**src/rtl/pllMap_pkg.sv**
```systemverilog
// Shared encodings, reset defaults and state type for the PLL ratio sequencer and map core.
package pllMap_pkg;

    localparam logic [1:0] SEL_NOP   = 2'd0;
    localparam logic [1:0] SEL_RATIO = 2'd1;
    localparam logic [1:0] SEL_ZDIV0 = 2'd2;
    localparam logic [1:0] SEL_ZDIV1 = 2'd3;

    // Must track the map core's own reset values so the shadows start in sync.
    localparam logic [9:0] PLL_RST_RATIO = 10'hBC;
    localparam logic [9:0] PLL_RST_ZDIV0 = 10'hC7;
    localparam logic [9:0] PLL_RST_ZDIV1 = 10'h19;

    typedef enum logic [2:0] {
        S_SETTLE,
        S_IDLE,
        S_ISSUE,
        S_DWELL,
        S_OFF,
        S_WAITEN
    } state_t;

endpackage

```
**src/rtl/pll_ramp_step.sv**
```systemverilog
// Next ramp value toward target, limited to step (0 treated as 1); purely combinational.
module pll_ramp_step #(
    parameter int RATIO_W = 10
) (
    input  logic [RATIO_W-1:0] shadow,
    input  logic [RATIO_W-1:0] target,
    input  logic [4:0]         step,
    output logic [RATIO_W-1:0] nxt_ratio,
    output logic               last
);

    logic [RATIO_W-1:0] eff;
    logic [RATIO_W-1:0] diff;
    logic               up;

    always_comb begin
        eff  = (step == 5'd0) ? RATIO_W'(1) : RATIO_W'(step);
        up   = target > shadow;
        diff = up ? (target - shadow) : (shadow - target);
        last = diff <= eff;
        // diff > eff on the non-final branches, so neither add nor subtract can wrap.
        if (last)
            nxt_ratio = target;
        else if (up)
            nxt_ratio = shadow + eff;
        else
            nxt_ratio = shadow - eff;
    end

endmodule

```
**src/rtl/pll_ratio_ramp.sv**
```systemverilog
// Sequences CSR ratio requests into map-core writes; feedback ratio ramped in bounded steps with dwell, ~2 cycles accept-to-first-write.
// Backpressure: req_ready only in idle. Define PLL_RAMP_STATUS_EN to add wr_count/cur_ratio status outputs.
module pll_ratio_ramp
    import pllMap_pkg::*;
#(
    parameter int                 RATIO_W    = 10,
    parameter int                 DWELL_W    = 16,
    parameter int                 SETTLE_CYC = 4,
    parameter logic [RATIO_W-1:0] RST_RATIO  = PLL_RST_RATIO,
    parameter logic [RATIO_W-1:0] RST_ZDIV0  = PLL_RST_ZDIV0,
    parameter logic [RATIO_W-1:0] RST_ZDIV1  = PLL_RST_ZDIV1
) (
    input  logic               clk,
    input  logic               rst,
    input  logic               req_valid,
    output logic               req_ready,
    input  logic [1:0]         req_sel,
    input  logic [RATIO_W-1:0] req_ratio,
    input  logic [1:0]         req_vcodiv,
    input  logic [4:0]         cfg_step,
    input  logic [DWELL_W-1:0] cfg_dwell,
    input  logic               cfg_pll_enable,
    output logic               valid,
    output logic               pll_enable,
    output logic [1:0]         pll_ratiosel,
    output logic [RATIO_W-1:0] pll_ratio,
    output logic [1:0]         pll_vcodiv_ratio,
    output logic               busy,
    output logic               done,
    output logic               aborted
`ifdef PLL_RAMP_STATUS_EN
    ,
    output logic [15:0]        wr_count,
    output logic [RATIO_W-1:0] cur_ratio
`endif
);

    state_t             state, state_d;
    logic [DWELL_W-1:0] cnt, cnt_d;
    logic [1:0]         sel_q, sel_d, vco_q, vco_d;
    logic [RATIO_W-1:0] tgt_q, tgt_d;
    logic [RATIO_W-1:0] sh_fb, sh_fb_d, sh_z0, sh_z0_d, sh_z1, sh_z1_d;
    logic               valid_d, en_d, done_d, abort_d;
    logic [1:0]         rsel_d, vcod_d;
    logic [RATIO_W-1:0] ratio_d;
    logic [RATIO_W-1:0] stp_next, wr_val;
    logic               stp_last, wr_last;

    pll_ramp_step #(.RATIO_W(RATIO_W)) u_step (
        .shadow    (sh_fb),
        .target    (tgt_q),
        .step      (cfg_step),
        .nxt_ratio (stp_next),
        .last      (stp_last)
    );

    assign wr_val    = (sel_q == SEL_RATIO) ? stp_next : tgt_q;
    assign wr_last   = (sel_q != SEL_RATIO) || stp_last;
    assign req_ready = (state == S_IDLE);
    assign busy      = ~req_ready;

    always_comb begin
        state_d = state;
        cnt_d   = cnt;
        sel_d   = sel_q;
        vco_d   = vco_q;
        tgt_d   = tgt_q;
        sh_fb_d = sh_fb;
        sh_z0_d = sh_z0;
        sh_z1_d = sh_z1;
        valid_d = 1'b0;
        en_d    = pll_enable;
        rsel_d  = pll_ratiosel;
        ratio_d = pll_ratio;
        vcod_d  = pll_vcodiv_ratio;
        done_d  = 1'b0;
        abort_d = aborted;
        case (state)
            S_SETTLE: begin
                if (cnt == '0)
                    state_d = S_IDLE;
                else
                    cnt_d = cnt - DWELL_W'(1);
            end
            S_IDLE: begin
                if (!cfg_pll_enable) begin
                    state_d = S_OFF;
                end else if (req_valid) begin
                    sel_d   = req_sel;
                    tgt_d   = req_ratio;
                    vco_d   = req_vcodiv;
                    abort_d = 1'b0;
                    if (req_sel == SEL_NOP || (req_sel == SEL_RATIO && req_ratio == sh_fb))
                        done_d = 1'b1;
                    else
                        state_d = S_ISSUE;
                end
            end
            S_ISSUE: begin
                valid_d = 1'b1;
                en_d    = 1'b1;
                rsel_d  = sel_q;
                ratio_d = wr_val;
                vcod_d  = vco_q;
                case (sel_q)
                    SEL_RATIO: sh_fb_d = wr_val;
                    SEL_ZDIV0: sh_z0_d = wr_val;
                    SEL_ZDIV1: sh_z1_d = wr_val;
                    default: ;
                endcase
                if (!cfg_pll_enable) begin
                    done_d  = 1'b1;
                    abort_d = 1'b1;
                    state_d = S_OFF;
                end else if (wr_last) begin
                    done_d  = 1'b1;
                    state_d = S_IDLE;
                end else if (cfg_dwell == '0) begin
                    state_d = S_ISSUE;
                end else begin
                    // Spacing between writes is cfg_dwell+1, so count one fewer here.
                    cnt_d   = cfg_dwell - DWELL_W'(1);
                    state_d = S_DWELL;
                end
            end
            S_DWELL: begin
                if (!cfg_pll_enable) begin
                    done_d  = 1'b1;
                    abort_d = 1'b1;
                    state_d = S_OFF;
                end else if (cnt == '0) begin
                    state_d = S_ISSUE;
                end else begin
                    cnt_d = cnt - DWELL_W'(1);
                end
            end
            S_OFF: begin
                valid_d = 1'b1;
                en_d    = 1'b0;
                state_d = S_WAITEN;
            end
            S_WAITEN: begin
                if (cfg_pll_enable) begin
                    en_d    = 1'b1;
                    cnt_d   = DWELL_W'(SETTLE_CYC - 1);
                    state_d = S_SETTLE;
                end
            end
            default: state_d = S_SETTLE;
        endcase
    end

    always_ff @(posedge clk) begin
        if (rst) begin
            state            <= S_SETTLE;
            cnt              <= DWELL_W'(SETTLE_CYC - 1);
            sel_q            <= SEL_NOP;
            vco_q            <= 2'd0;
            tgt_q            <= '0;
            sh_fb            <= RST_RATIO;
            sh_z0            <= RST_ZDIV0;
            sh_z1            <= RST_ZDIV1;
            valid            <= 1'b0;
            pll_enable       <= 1'b1;
            pll_ratiosel     <= SEL_NOP;
            pll_ratio        <= '0;
            pll_vcodiv_ratio <= 2'd0;
            done             <= 1'b0;
            aborted          <= 1'b0;
        end else begin
            state            <= state_d;
            cnt              <= cnt_d;
            sel_q            <= sel_d;
            vco_q            <= vco_d;
            tgt_q            <= tgt_d;
            sh_fb            <= sh_fb_d;
            sh_z0            <= sh_z0_d;
            sh_z1            <= sh_z1_d;
            valid            <= valid_d;
            pll_enable       <= en_d;
            pll_ratiosel     <= rsel_d;
            pll_ratio        <= ratio_d;
            pll_vcodiv_ratio <= vcod_d;
            done             <= done_d;
            aborted          <= abort_d;
        end
    end

`ifdef PLL_RAMP_STATUS_EN
    always_ff @(posedge clk) begin
        if (rst)
            wr_count <= '0;
        else if (valid_d && wr_count != 16'hFFFF)
            wr_count <= wr_count + 16'd1;
    end

    assign cur_ratio = sh_fb;
`endif

endmodule

```
**config.mk**
```make
export PLATFORM = sky130hd
export DESIGN_NAME = pll_ratio_ramp
export DESIGN_NICKNAME = d
export VERILOG_FILES = /design/src/rtl/pllMap_pkg.sv /design/src/rtl/pll_ramp_step.sv /design/src/rtl/pll_ratio_ramp.sv
export SDC_FILE = /design/constraint.sdc
export NUM_CORES = 1
export LEC_CHECK = 0
export BUFFER_PORTS_ARGS = -buffer_cell sky130_fd_sc_hd__buf_2
export CELL_PAD_IN_SITES_DETAIL_PLACEMENT = 0
export CELL_PAD_IN_SITES_GLOBAL_PLACEMENT = 1
export CORE_MARGIN = 5
export CORE_UTILIZATION = 47
export CTS_CLUSTER_DIAMETER = 150
export DETAILED_ROUTE_END_ITERATION = 12
export PLACE_DENSITY = 0.82
export SLEW_MARGIN = 20
export SYNTH_ARGS = -nofsm -noshare
export SYNTH_HDL_FRONTEND = slang
export SYNTH_SLANG_ARGS = --single-unit
```
**constraint.sdc**
```tcl
create_clock -name clk -period 7.8 [get_ports clk]
set_input_delay 0.78 -clock clk [delete_from_list [all_inputs] [get_ports clk]]
set_output_delay 0.78 -clock clk [all_outputs]
set_load 0.01 [all_outputs]
```
==> run summary, run 1 <==
status: finished clean
diodes inserted: 0
Sink Count: 61
WP buf/inv: 2
sw frac: 39.3%
Cell variety after synth: 73
Worst Setup End Kind: flip-flop
crit path launch type: flip-flop
critical path data arrival time: 6.21 ns
max-cap viol count: 0
hold_buf cts: 0
Post-CTS Setup Repair Bufs: 0
CTS tree: done
IO buf count: 58
Slew Viols, Final: 0
Sw Pwr: 0.000438 W
Worst-Margin Slew: 1.06 ns
Clk pwr share: 25.8%
slowest CP cell: o21ai_1
Worst-path clk slew: 0.08 ns
top_reg_cell synth: dfxtp_1
Final HPWL DP: 10800 µm
CP max stage delay: 0.78 ns
critical path depth: 18
cell family with most CP delay: compound AO/OA/AOI/OAI gates
DR iter-0 viols: 400
crit-path cells: inv_1, ha_1, and3_1, a221oi_4, o211a_4, nor2_1, clkinv_1, a211oi_1, a31oi_1, xor2_1, ha_1, nand2_1, o22ai_1, a21o_1, nor2_1, o21ai_1, and2_1, mux2i_1
vias in the first global route: 4569
synthesized area per cell: 7.76 µm²
worst-skew pair later-pin latency: 0.34 ns
Layout area overhead: 10.4%
hold path depth: 2
yosys warns: 0
post-cts sizing count: 0
Worst Setup Path Type: reg2reg
number of fillers in the final layout: 1052
Layout Skew: 0.0101 ns
TritonRoute pass-1 iters: 5
number of synthesized flops with an enable pin: 0
CTS Buffer Depth: 2
Die X: 113 µm
largest net degree at the start of global routing: 42
syn nets: 715
mapped cell area: 0.00494 mm²
final WL: 14100 µm
DR WL/cell: 17.2 µm
sequential share of power: 35.0%
Slew headroom: 28.6%
Crit Path Max Fanout: 16
RSZ-0062 raised after global routing: no
Remaining Overflow, GRT: 0
maximum VDD drop: 0.151 mV
antenna violations before repair: 0
Hold Vio Cnt, Final: 0
via/cell ratio: 5.84
Die H: 113 µm
routed via count: 4768
setup TNS: 0 ns
Max Clk Rate: 0.168 GHz
num rows: 37
die area: 0.0127 mm²
htree depth: 3
Syn Inst Count: 637
total power: 0.00111 W
fin crit period: 5.95 ns
most common cell after layout, fill and taps aside: nand2_1
P per Cell Area: 204 mW/mm²
sequential fraction of the synthesis area: 24.7%
GP Congestion: 0.932
Worst Reg-to-Reg Cells: 18
fin crit share: 76.2%
Setup Viol. Count Final: 0
ys async rst share: 0%
Initial Util: 48.1%
Int Pwr: 0.000676 W
flops & latches, synth: 61
DRC: 0
Tightest Hold Check Type: reg2reg
Gate power share: 39.1%
layout cells sized above 1: 14.5%
antenna viol nets, final: 0
CP required: 8.07 ns
Num CTS Buffers: 9
# IOs: 59
most frequent cells in the layout: nand2_1, a21oi_1, dfxtp_1
Leakage: 2.08 nW
Final nets: 754
All-Layer GR Usage: 22.2%
global-route wire length before repair: 23000 µm
clock root cell: clkbuf_8
core area: 0.0103 mm²
flip-flops by register name (all words and copies together), names as in the netlist, 2 cells and up:
name and count:
cnt 16, pll_ratio 10, pll_ratiosel 2, pll_vcodiv_ratio 2, sel_q 2, sh_fb 10, state 3, tgt_q 10
vco_q 2
cells in the mapped netlist (4+ instances only):
| library cell | number | area (µm²) |
|---|---|---|
| ha_1 | 36 | 450 |
| nor2b_1 | 5 | 31.3 |
| mux2i_1 | 28 | 280 |
| a211oi_1 | 6 | 45.0 |
| nor4_1 | 9 | 56.3 |
| a21o_1 | 9 | 67.6 |
| buf_6 | 5 | 56.3 |
| buf_2 | 7 | 35.0 |
| or4_1 | 4 | 30.0 |
| o21a_1 | 5 | 37.5 |
| xnor2_1 | 19 | 166 |
| dfxtp_1 | 61 | 1220 |
| nand2_1 | 83 | 312 |
| nor3_1 | 19 | 95.1 |
| nand2b_1 | 10 | 62.6 |
| and3_1 | 5 | 31.3 |
| o41ai_1 | 4 | 35.0 |
| nand4_1 | 12 | 75.1 |
| nand3_1 | 19 | 95.1 |
| o211ai_1 | 7 | 52.6 |
| clkbuf_1 | 19 | 71.3 |
| a31oi_1 | 7 | 43.8 |
| a21oi_1 | 62 | 310 |
| o21ai_0 | 30 | 150 |
| a31o_2 | 4 | 35.0 |
| xor2_1 | 16 | 140 |
| inv_1 | 39 | 146 |
| nor2_1 | 39 | 146 |
metal layers:
metal / track usage, % / wire length, µm / part of all wire [%]
met1: 32.7 / 7070 / 50
met2: 34.0 / 6130 / 44
met3: 2.91 / 698 / 5.0
met4: 6.01 / 178 / 1.3
met5: 0 / 0 / 0
worst paths after layout:
path / from / endpoint / slack, ns
hold reg to reg: vco_q[1]$_SDFFE_PP0P_ / pll_vcodiv_ratio[1]$_SDFFE_PP0P_ / 0.46
setup reg to reg: tgt_q[5]$_SDFFE_PP0P_ / cnt[1]$_SDFFE_PP1P_ / 1.85
hold / removal: vco_q[1]$_SDFFE_PP0P_ / pll_vcodiv_ratio[1]$_SDFFE_PP0P_ / 0.46
setup / recovery: tgt_q[5]$_SDFFE_PP0P_ / cnt[1]$_SDFFE_PP1P_ / 1.85
power groups by stage:
stage                     Sequential [W]  Combinational [W]  Clock (W)
after floorplan                 0.000380           0.000357          0
after global placement          0.000398           0.000419          0
after detailed placement        0.000398           0.000430          0
after CTS                       0.000390           0.000433   0.000292
after global routing            0.000397           0.000489   0.000309
final                           0.000390           0.000436   0.000288
layout make-up:
cell class                      count  area (µm²)  share of cell area (%)
Clock inverter                      5        58.8                    1.08
Sequential cell                    61        1220                    22.4
Multi-Input combinational cell    500        3380                    62.0
Inverter                           41         154                    2.82
Tap cell                          136         170                    3.12
Timing Repair Buffer               63         328                    6.01
Clock buffer                       11         141                    2.59
tightest hold or removal path, cell delays in order (launching register included):
cell     delay, ns
dfxtp_1       0.32
nand2_1       0.05
a21oi_1       0.05
through the flow:
step	hold slack (ns)	cells	setup slack (ns)	util (%)	instance area, µm²
floorplan	0.432	637	3.78	-	4940
global placement	0.442	801	2.28	51.1	5250
detailed placement	0.449	801	2.02	51.1	5250
CTS	0.459	817	1.98	53.1	5450
global route	0.483	817	1.33	53.1	5450
finish	0.460	817	1.85	53.1	5450
logic make-up after synthesis:
| kind of cell | Yosys count | share of synthesized area, % |
|---|---|---|
| compound gates | 167 | 22.6 |
| simple gates | 230 | 23.3 |
| mux | 29 | 5.90 |
| flops | 61 | 24.7 |
| buf+inv | 76 | 6.96 |
| fa+ha+maj | 39 | 10.3 |
| xor+xnor | 35 | 6.20 |
Note: power is estimated with default switching activity, not from simulation.
==> run 2, diff against run 1 <==
CORE_UTILIZATION = 40   (was 47)
PLACE_DENSITY = 0.74   (was 0.82)
clock period = 5.3 ns   (was 7.8 ns; I/O delays follow)
==> run 2 against run 1 <==
Effect of this change: utilization down 6.6 points; total power up 63%; non-clock buffer count up 2; clock-buffer cell count down 1; largest power group unchanged.
==> run summary, run 2 (synthesis results as in run 1) <==
slowest CP cell: and2_1
cell family with most CP delay: simple AND/OR/NAND/NOR gates
Worst-path clk slew: 0.06 ns
setup TNS: 0 ns
crit-path cells: inv_1, ha_1, nand4_2, nor4_1, nor2_1, buf_4, a211oi_1, a21oi_1, xor2_1, ha_1, nand3_1, o22ai_1, a21o_1, nor2_1, o21ai_1, buf_4, and2_1, o21ai_0
most common cell after layout, fill and taps aside: nand2_1
sw frac: 37.0%
Leakage: 2.14 nW
Sink Count: 61
Int Pwr: 0.00115 W
via/cell ratio: 5.53
Die X: 121 µm
CTS tree: done
sequential share of power: 31.7%
CP max stage delay: 0.57 ns
Hold Vio Cnt, Final: 0
Tightest Hold Check Type: in2reg
vias in the first global route: 4587
Die H: 121 µm
final WL: 14600 µm
Post-CTS Setup Repair Bufs: 0
met2 WL: 7270 µm
fin crit share: 88.4%
antenna violations before repair: 0
post-cts sizing count: 0
DR WL/cell: 17.1 µm
diodes inserted: 0
global-route wire length before repair: 23900 µm
DR iter-0 viols: 266
worst-skew pair later-pin latency: 0.33 ns
top layer in use: met4
M1 WL: 6510 µm
CP required: 5.49 ns
Biggest register: cnt
total power: 0.00182 W
Layout Skew: 0.00591 ns
max-cap viol count: 0
Slew Viols, Final: 0
P per Cell Area: 324 mW/mm²
most frequent cells in the layout: nand2_1, a21oi_1, dfxtp_1
Clk pwr share: 32.5%
dpl cell area: 0.00531 mm²
CTS Buffer Depth: 2
IO buf count: 58
Layout area overhead: 13.5%
Design Area, Final: 0.00561 mm²
fin crit period: 4.68 ns
critical path data arrival time: 4.87 ns
Setup Viol. Count Final: 0
layout cells sized above 1: 14.9%
All-Layer GR Usage: 20.4%
Worst-Margin Slew: 1.03 ns
Gate power share: 35.9%
routed via count: 4710
RSZ-0062 raised after global routing: no
largest net degree at the start of global routing: 42
Remaining Overflow, GRT: 0
status: finished clean
Final HPWL DP: 11200 µm
hold_buf cts: 0
Max Clk Rate: 0.214 GHz
htree depth: 3
maximum VDD drop: 0.192 mV
Final nets: 756
Worst Setup Path Type: reg2reg
# IOs: 59
TritonRoute pass-1 iters: 5
clock root cell: clkbuf_16
Sw Pwr: 0.000673 W
Slew headroom: 31.1%
max reg flops: 16
met3 WL: 599 µm
core area: 0.0121 mm²
Worst Setup End Kind: flip-flop
die area: 0.0147 mm²
DRC: 0
num rows: 40
antenna viol nets, final: 0
Initial Util: 41.0%
Crit Path Max Fanout: 16
WP buf/inv: 3
crit path launch type: flip-flop
GP Congestion: 0.874
Num CTS Buffers: 9
run 2: path summary, 6_finish.rpt:
| check | from | end | slack (ns) | depth (start not counted) |
|---|---|---|---|---|
| max | tgt_q[8]$_SDFFE_PP0P_ | cnt[10]$_SDFFE_PP0P_ | 0.62 | 18 |
| min | req_vcodiv[0] | vco_q[0]$_SDFFE_PP0P_ | 0.44 | 3 |
| max reg2reg | tgt_q[8]$_SDFFE_PP0P_ | cnt[10]$_SDFFE_PP0P_ | 0.62 | 18 |
| min reg2reg | vco_q[1]$_SDFFE_PP0P_ | vco_q[1]$_SDFFE_PP0P_ | 0.45 | 2 |
run 2: tightest hold or removal path: stages:
cell	delay (ns)
buf_2	0.09
nand2_1	0.05
a21oi_1	0.05
run 2: through the flow:
stage | std cells | setup slack (ns) | utilization, % | hold slack, ns
floorplan | 637 | 1.28 | - | 0.432
global placement | 835 | 0.664 | 44.0 | 0.438
detailed placement | 835 | 0.615 | 44.0 | 0.447
CTS | 851 | 0.631 | 46.5 | 0.433
global route | 851 | 0.146 | 46.5 | 0.449
finish | 851 | 0.616 | 46.5 | 0.442
run 2: layout make-up:
cell class / count / area [µm²]
clock buffers: 10 / 239
clock inverters: 6 / 62.6
repair buffers: 65 / 343
well taps: 168 / 210
inverters: 41 / 154
multi-input cells: 500 / 3380
fillers: 1237 / 6450
flip-flops and latches: 61 / 1220
run 2: routing by layer:
| metal | track usage [%] | vias up |
|---|---|---|
| met5 | 0 | - |
| met4 | 5.60 | 0 |
| met3 | 3.36 | 15 |
| met2 | 35.6 | 102 |
| met1 | 25.8 | 2226 |
| li1 | - | 2367 |
run 2: power by group through the flow:
stage	clock (W)	sequential [W]	combinational [W]
5_1_grt	0.000626	0.000588	0.000727
2_1_floorplan	0	0.000560	0.000525
3_5_place_dp	0	0.000584	0.000653
3_3_place_gp	0	0.000585	0.000646
6_report	0.000591	0.000577	0.000653
4_1_cts	0.000599	0.000576	0.000656
